`src/rtl/uart_arb_pkg.sv`:
```
// Shared types and constants for the UART transmit arbiter and its helpers.
package uart_arb_pkg;

    typedef enum logic [0:0] {
        IDLE = 1'b0,
        LOCK = 1'b1
    } arb_state_t;

    localparam int BYTE_W          = 8;
    localparam int DEFAULT_NUM_REQ = 4;

endpackage

```
`src/rtl/uart_rr_picker.sv`:
```
// Combinational round-robin picker: returns the first set bit of i_eligible
// found by searching upward from i_ptr+1 with wrap-around. Generic so the
// receive-side demux can reuse it.
module uart_rr_picker #(
    parameter int N    = 4,
    parameter int ID_W = $clog2(N)
) (
    input  logic [N-1:0]    i_eligible,
    input  logic [ID_W-1:0] i_ptr,
    output logic            o_found,
    output logic [ID_W-1:0] o_index
);

    // w_cand[k] is the requester index at search offset k+1 from the pointer.
    logic [ID_W-1:0] w_cand [N];

    genvar gi;
    generate
        for (gi = 0; gi < N; gi++) begin : g_cand
            assign w_cand[gi] = ID_W'((int'(i_ptr) + gi + 1) % N);
        end
    endgenerate

    // Scan from the farthest offset to the nearest so the nearest eligible one wins.
    always_comb begin
        o_found = 1'b0;
        o_index = '0;
        for (int k = N - 1; k >= 0; k--) begin
            if (i_eligible[w_cand[k]]) begin
                o_found = 1'b1;
                o_index = w_cand[k];
            end
        end
    end

endmodule

```
`src/rtl/uart_tx_arbiter.sv`:
```
// Round-robin, packet-locked arbiter sharing the UART TX FIFO write port
// between NUM_REQ byte-stream requesters. A registered output stage gives one
// byte per cycle while m_ready stays high and holds m_data during stalls.
// Optional stall timeout: define UART_ARB_TIMEOUT_EN to add timeout_cycles /
// timeout_pulse and abort a lock whose owner stops presenting data.
module uart_tx_arbiter
    import uart_arb_pkg::*;
#(
    parameter int NUM_REQ   = DEFAULT_NUM_REQ,
`ifdef UART_ARB_TIMEOUT_EN
    parameter int TIMEOUT_W = 16,
`endif
    // Derived from NUM_REQ; not meant to be overridden.
    parameter int ID_W      = $clog2(NUM_REQ)
) (
    input  logic                      clk,
    input  logic                      reset_n,
    input  logic [NUM_REQ*BYTE_W-1:0] req_data,
    input  logic [NUM_REQ-1:0]        req_last,
    input  logic [NUM_REQ-1:0]        req_valid,
    output logic [NUM_REQ-1:0]        req_ready,
    input  logic [NUM_REQ-1:0]        req_mask,
    output logic [BYTE_W-1:0]         m_data,
    output logic                      m_valid,
    input  logic                      m_ready,
    output logic [ID_W-1:0]           grant_id,
    output logic                      busy
`ifdef UART_ARB_TIMEOUT_EN
    ,
    input  logic [TIMEOUT_W-1:0]      timeout_cycles,
    output logic                      timeout_pulse
`endif
);

    arb_state_t          r_state;
    arb_state_t          w_state_next;
    logic [ID_W-1:0]     r_ptr;
    logic [ID_W-1:0]     r_grant;
    logic [ID_W-1:0]     w_pick;
    logic                w_found;
    logic [NUM_REQ-1:0]  w_eligible;
    logic [BYTE_W-1:0]   w_bytes [NUM_REQ];
    logic [BYTE_W-1:0]   w_sel_data;
    logic                w_sel_valid;
    logic                w_sel_last;
    logic                w_can_accept;
    logic                w_xfer;
    logic                w_timeout_hit;
    logic [BYTE_W-1:0]   r_m_data;
    logic                r_m_valid;

    assign w_eligible = req_valid & req_mask;

    uart_rr_picker #(
        .N    (NUM_REQ),
        .ID_W (ID_W)
    ) u_picker (
        .i_eligible (w_eligible),
        .i_ptr      (r_ptr),
        .o_found    (w_found),
        .o_index    (w_pick)
    );

    genvar gi;
    generate
        for (gi = 0; gi < NUM_REQ; gi++) begin : g_bytes
            assign w_bytes[gi] = req_data[gi*BYTE_W +: BYTE_W];
        end
    endgenerate

    assign w_sel_data  = w_bytes[r_grant];
    assign w_sel_valid = req_valid[r_grant];
    assign w_sel_last  = req_last[r_grant];
    // The output register can take a new byte when empty or draining this cycle.
    assign w_can_accept = !r_m_valid || m_ready;
    assign w_xfer       = (r_state == LOCK) && w_sel_valid && w_can_accept;

`ifdef UART_ARB_TIMEOUT_EN
    logic [TIMEOUT_W-1:0] r_stall_cnt;
    logic [TIMEOUT_W-1:0] w_stall_inc;
    logic                 r_timeout_pulse;

    assign w_stall_inc   = r_stall_cnt + TIMEOUT_W'(1);
    // Fires on the stalled cycle that brings the count up to the limit.
    assign w_timeout_hit = (r_state == LOCK) && !w_sel_valid
                        && (timeout_cycles != '0) && (w_stall_inc == timeout_cycles);

    // Stall counter restarts on every new lock and every accepted byte.
    always_ff @(posedge clk or negedge reset_n) begin
        if (!reset_n) begin
            r_stall_cnt     <= '0;
            r_timeout_pulse <= 1'b0;
        end else begin
            r_timeout_pulse <= w_timeout_hit;
            if ((r_state == IDLE) || w_xfer) begin
                r_stall_cnt <= '0;
            end else if (!w_sel_valid) begin
                r_stall_cnt <= w_stall_inc;
            end
        end
    end

    assign timeout_pulse = r_timeout_pulse;
`else
    assign w_timeout_hit = 1'b0;
`endif

    // State register.
    always_ff @(posedge clk or negedge reset_n) begin
        if (!reset_n) begin
            r_state <= IDLE;
        end else begin
            r_state <= w_state_next;
        end
    end

    // Next state: grant on any eligible requester, release on last byte or timeout.
    always_comb begin
        w_state_next = r_state;
        case (r_state)
            IDLE:    if (w_found) w_state_next = LOCK;
            LOCK:    if ((w_xfer && w_sel_last) || w_timeout_hit) w_state_next = IDLE;
            default: w_state_next = IDLE;
        endcase
    end

    // Only the lock owner sees ready, and only when the output stage has room.
    always_comb begin
        req_ready = '0;
        if (r_state == LOCK) begin
            req_ready[r_grant] = w_can_accept;
        end
    end

    // Grant/pointer bookkeeping and the output holding register.
    always_ff @(posedge clk or negedge reset_n) begin
        if (!reset_n) begin
            r_grant   <= '0;
            r_ptr     <= ID_W'(NUM_REQ - 1);
            r_m_data  <= '0;
            r_m_valid <= 1'b0;
        end else begin
            if ((r_state == IDLE) && w_found) begin
                r_grant <= w_pick;
            end
            if ((r_state == LOCK) && (w_state_next == IDLE)) begin
                r_ptr <= r_grant;
            end
            if (w_xfer) begin
                r_m_data  <= w_sel_data;
                r_m_valid <= 1'b1;
            end else if (r_m_valid && m_ready) begin
                r_m_valid <= 1'b0;
            end
        end
    end

    assign m_data   = r_m_data;
    assign m_valid  = r_m_valid;
    assign grant_id = r_grant;
    assign busy     = (r_state == LOCK);

endmodule

```
`config.mk`:
```
export PLATFORM = sky130hd
export DESIGN_NAME = uart_tx_arbiter
export DESIGN_NICKNAME = d
export VERILOG_FILES = /design/src/rtl/uart_arb_pkg.sv /design/src/rtl/uart_rr_picker.sv /design/src/rtl/uart_tx_arbiter.sv
export SDC_FILE = /design/constraint.sdc
export NUM_CORES = 1
export LEC_CHECK = 0
export CORE_MARGIN = 2
export CORE_UTILIZATION = 32
export DETAILED_ROUTE_END_ITERATION = 8
export GPL_ROUTABILITY_DRIVEN = 0
export PLACE_DENSITY = 0.79
export SLEW_MARGIN = 15
export SYNTH_ARGS = -nofsm -noshare
export SYNTH_HDL_FRONTEND = slang
export SYNTH_SLANG_ARGS = --single-unit
```
`constraint.sdc`:
```
create_clock -name clk -period 1.7 [get_ports clk]
set_input_delay 0.34 -clock clk [delete_from_list [all_inputs] [get_ports clk]]
set_output_delay 0.34 -clock clk [all_outputs]
set_load 0.02 [all_outputs]
```
* After elaboration in Yosys (flattened, before gate mapping)
Cells that the tools add are included.
Word-level totals: flip-flop bits (word level) 14, output and inout bits 16
Cells by class: add/sub/neg operators 6, magnitude comparators 7, muxes and demuxes 31, bitwise operators 5, reduce and logical (&&, ||, !) cells 10
Operators by type and width (count):
- binary-select mux 8 bit (select 2 bit) | 1
- 2-to-1 mux 8 bit | 2
- less-than comparator 2 x 3 -> 1 bit, second input constant | 5
- 2-to-1 mux 1 bit | 15
- binary-select mux 1 bit (select 2 bit) | 6
- adder 2 bit, second input constant | 5
- AND 4 bit | 2
- 2-to-1 mux 2 bit | 4
- logical AND 1 bit | 7
- 2-to-1 mux 4 bit | 1
- >= comparator 3 bit, second input constant | 1
- NOT 2 -> 3 bit | 1
- adder 2 x 1 -> 2 bit, second input constant | 1
- demux 1 bit (select 2 bit) | 1
- >= comparator 2 x 1 -> 1 bit, second input constant | 1
- NOT 1 bit | 2
- case mux 1 bit (2 select lines) | 1
- nonzero test 2 bit | 1
- logical NOT 1 bit | 1
- logical OR 1 bit | 1

* Depth between registers and ports, before layout
depth in word-level cells 12, gate-level depth with buffers 5

* Cells and area by module
Synthesis repeated with hierarchy kept, for this count alone.
Second synthesis, totals: cell total of the unflattened synthesis 72, area total of the unflattened synthesis 969.7 sq um
Modules (own cells, without submodules):
- uart_tx_arbiter | instances 1, cells an instance 58, area each 885.8 sq um
- uart_rr_picker | instances 1, cells an instance 14, area each 83.8 sq um

* Worst setup path after synthesis
No wires, ideal clock.
path kind register to output, start register r_state, in the netlist busy, end output req_ready[0], arrival 1.459 ns, data required time 1.360 ns, setup slack -0.099 ns, cell stages (with the launch flop) 4, buffers on the path 1, cells stage by stage dfrtp_1 > and2_1 > clkbuf_1 > nor3b_1
On the way: longest elaborated chain between the ends 1
Ends and longest elaborated chain:
- from (decl) | line uart_tx_arbiter.sv:35 | arb_state_t r_state;
- from (signal assigned) | line uart_tx_arbiter.sv:113 | r_state <= w_state_next;
- 2-to-1 mux 4 bit | line uart_tx_arbiter.sv:130 | if (r_state == LOCK) begin
- to (decl) | line uart_tx_arbiter.sv:21 | output logic [NUM_REQ-1:0] req_ready,
Every way passes these cells.

* Worst setup path in the final report
start input req_valid[0], end register r_m_data[2], in the netlist m_data[2]
On the way: longest elaborated chain between the ends 4
Ends and longest elaborated chain:
- from (decl) | line uart_tx_arbiter.sv:20 | input logic [NUM_REQ-1:0] req_valid,
- binary-select mux 1 bit (select 2 bit) | line uart_tx_arbiter.sv:72 | assign w_sel_valid = req_valid[r_grant];
- 2-to-1 mux 1 bit (not written as such) | line uart_tx_arbiter.sv:72
- logical AND 1 bit (2 in series) | line uart_tx_arbiter.sv:76 | assign w_xfer = (r_state == LOCK) && w_sel_valid && w_can_accept;
- to (signal assigned) | line uart_tx_arbiter.sv:150 | r_m_data <= w_sel_data;
- to (decl) | line uart_tx_arbiter.sv:49 | logic [BYTE_W-1:0] r_m_data;
Every way passes these cells. The select of a mux whose other input is x is not followed. A chain may end at the register's enable or synchronous reset.

==> impl_metrics.json <==
{
  "yosysUniqueCellTypes": 27,
  "combPwrFrac": 0.645,
  "syn_nets": 118,
  "synth_warnings": 0,
  "routedWlPerCell_um": 15.6,
  "leakage_nw": 0.700,
  "netlist_top_cells_area": "dfrtp_1, mux4_2, mux2_2, mux4_1, dfstp_2",
  "cap_violations": 0,
  "core_area_mm2": 0.00278,
  "seqPwrFrac": 0.265,
  "ant_nets": 0,
  "start_util": 0.337,
  "period_minus_slack_ns": 1.69,
  "power_mw": 2.62,
  "grt_overflow": 0,
  "synth_top_area_frac": 0.320,
  "cts_buffer_depth": 2,
  "slew_headroom": 0.839,
  "endpoint_kind": "register",
  "rows": 19,
  "seq_area_frac_synth": 0.376,
  "drtIter0Drc": 18,
  "vias": 922,
  "grt_pass1_wl_um": 4350,
  "p_per_area_mw_per_mm2": 1560,
  "postPlaceCellArea_mm2": 0.00164,
  "cp_data_arrival_time_ns": 1.85,
  "drt_wl_total_um": 2720,
  "final_net_count": 191,
  "period_share": 0.993,
  "startpoint_type": "input port",
  "reg2regPathDepth": 3,
  "dr.pass1.iters": 4,
  "seqCellArea_um2": 355,
  "reg2reg_slack_ns": 0.03,
  "crit_path_start": "req_valid[0]",
  "clkTransAtPathRegs_ns": 0.09,
  "rsz0062_at_grt": "yes",
  "portBuffers": 62,
  "reg2reg_to": "m_data[2]",
  "track_usage": 0.172,
  "synth_seq_cells": 14,
  "numCtsBuffers": 3,
  "cts.sinks": 14,
  "grt_max_degree": 15,
  "synthesis.area_um2": 938,
  "cp_max_fo": 8,
  "finalMaxSlewViolations": 0,
  "first_global_vias": 978,
  "post-synth-top-area-cell": "dfrtp_1",
  "ios": 63,
  "hold_violations": 0,
  "p_clk_frac": 0.090,
  "min-delay-path-class": "input port to async pin",
  "antenna_found_initial": 0,
  "p_int_mw": 1.63,
  "detailed_place_hpwl_um": 2300,
  "cts_tree": "built",
  "ir_drop_uv": 1090,
  "dieWidth_um": 58.2,
  "dieArea_mm2": 0.00338,
  "drive_gt1_frac": 0.329,
  "p_switching_mw": 0.993,
  "setup_viol": 0,
  "drcViolationCount": 0,
  "status": "finished clean",
  "synthToLayoutAreaGrowth_pct": 79.2,
  "switching_share": 0.379,
  "via_per_inst": 5.30,
  "antennaDiodeCount": 0,
  "synthCells": 71,
  "fmax_mhz": 592,
  "worst_slew_pin_slew_ns": 0.239,
  "insertion_delay_ns": 0.27,
  "worst_clock_skew_ns": 0.00607,
  "cts_root_buf": "clkbuf_4",
  "worstSetupPathType": "input port to register",
  "cts_max_level": 1,
  "syn_avg_cell_area_um2": 13.2,
  "worstPathRequired_ns": 1.86,
  "multiInputGateArea_um2": 569,
  "r2r_start": "grant_id[0]",
  "die_y_um": 58.2,
  "fin_area_mm2": 0.00168,
  "fillers": 244
}
sequential cells by signal, indices dropped and copies added, names as in the netlist:
name,flops
grant_id,2
m_valid,1
busy,1
m_data,8
r_ptr,2
kinds of logic after synthesis:
| family | Yosys count | share of synthesized area |
|---|---|---|
| compound gates | 9 | 0.0774 |
| buf+inv | 5 | 0.0360 |
| mux | 20 | 0.376 |
| flops | 14 | 0.376 |
| simple gates | 23 | 0.135 |
final cells by class:
type	count	share of cell area
flip-flops and latches	14	0.211
well taps	31	0.0231
multi-input cells	52	0.339
clock buffers	4	0.0216
repair buffers	73	0.406
placed cells by master, fill, tap and decap left out, types with 3 or more instances in the layout:
master and n:
clkdlybuf4s50_1 53, buf_4 13, mux2_2 10, dfrtp_1 10, nand2_1 9, mux4_2 6, mux4_1 4, clkbuf_4 3
dlygate4sd2_1 3
per-stage QoR:
stage,utilization,hold WS (ns),TNS (ns),instances,worst slack (ns)
finish,0.605,0.361,0,174,0.0117
global route,0.605,0.372,-0.0386,174,-0.0115
CTS,0.603,0.364,0,173,0.00509
detailed placement,0.589,0.492,-4.93,168,-0.583
global placement,0.589,0.481,-4.37,168,-0.493
floorplan,-,0.0444,0,71,0.000212
metal layers:
metal / global-route usage / part of all wire
met2: 0.339 / 0.59
met3: 0.0379 / 0.053
met4: 0.0365 / 0.0015
met5: 0 / 0
met1: 0.183 / 0.36
how the worst max path moves through the flow:
| stage | slack, ns | cells after the start | end |
|---|---|---|---|
| after floorplan | 0.0002 | 4 | m_data[0] |
| after global placement | -0.49 | 5 | req_ready[0] |
| after detailed placement | -0.58 | 6 | req_ready[1] |
| after CTS | 0.005 | 3 | m_data[2] |
| after global routing | -0.01 | 3 | m_data[2] |
| final | 0.01 | 4 | m_data[2] |
critical path: stages:
cell	delay (ns)
clkdlybuf4s50_1	0.46
mux4_2	0.55
nand2_4	0.15
mux2_2	0.35
timing repair:
action | in CTS | in global routing
pin swaps | 2 | 0
hold endpoints to repair | 0 | 0
buffers inserted | 1 | 1
setup endpoints to repair | 8 | 12
gates resized for setup | 23 | 6
hold buffers | 0 | 0
power by group through the flow:
stage	sequential, mW	combinational [mW]	clock [mW]
6_report	0.695	1.69	0.235
5_1_grt	0.725	1.81	0.277
4_1_cts	0.699	1.70	0.247
3_5_place_dp	0.697	1.72	0
3_3_place_gp	0.681	1.68	0
2_1_floorplan	0.819	0.883	0
cell usage after synthesis:
library cell / count
nor3b_1: 1
mux2_2: 10
a21o_1: 1
nor2_1: 2
o31a_1: 1
a211oi_1: 1
a31oi_1: 1
and2_1: 1
nand2_1: 9
buf_6: 2
a311oi_1: 1
nand3_1: 2
clkbuf_1: 3
o2111ai_1: 1
nand4b_1: 1
nand2_4: 1
dfrtp_1: 12
nand2b_1: 2
nand4_1: 2
a22o_1: 1
and3_1: 1
mux4_2: 6
mux4_1: 4
nand3_2: 1
dfstp_2: 2
o21a_1: 1
a31o_2: 1
(Power assumes the default switching activity.)
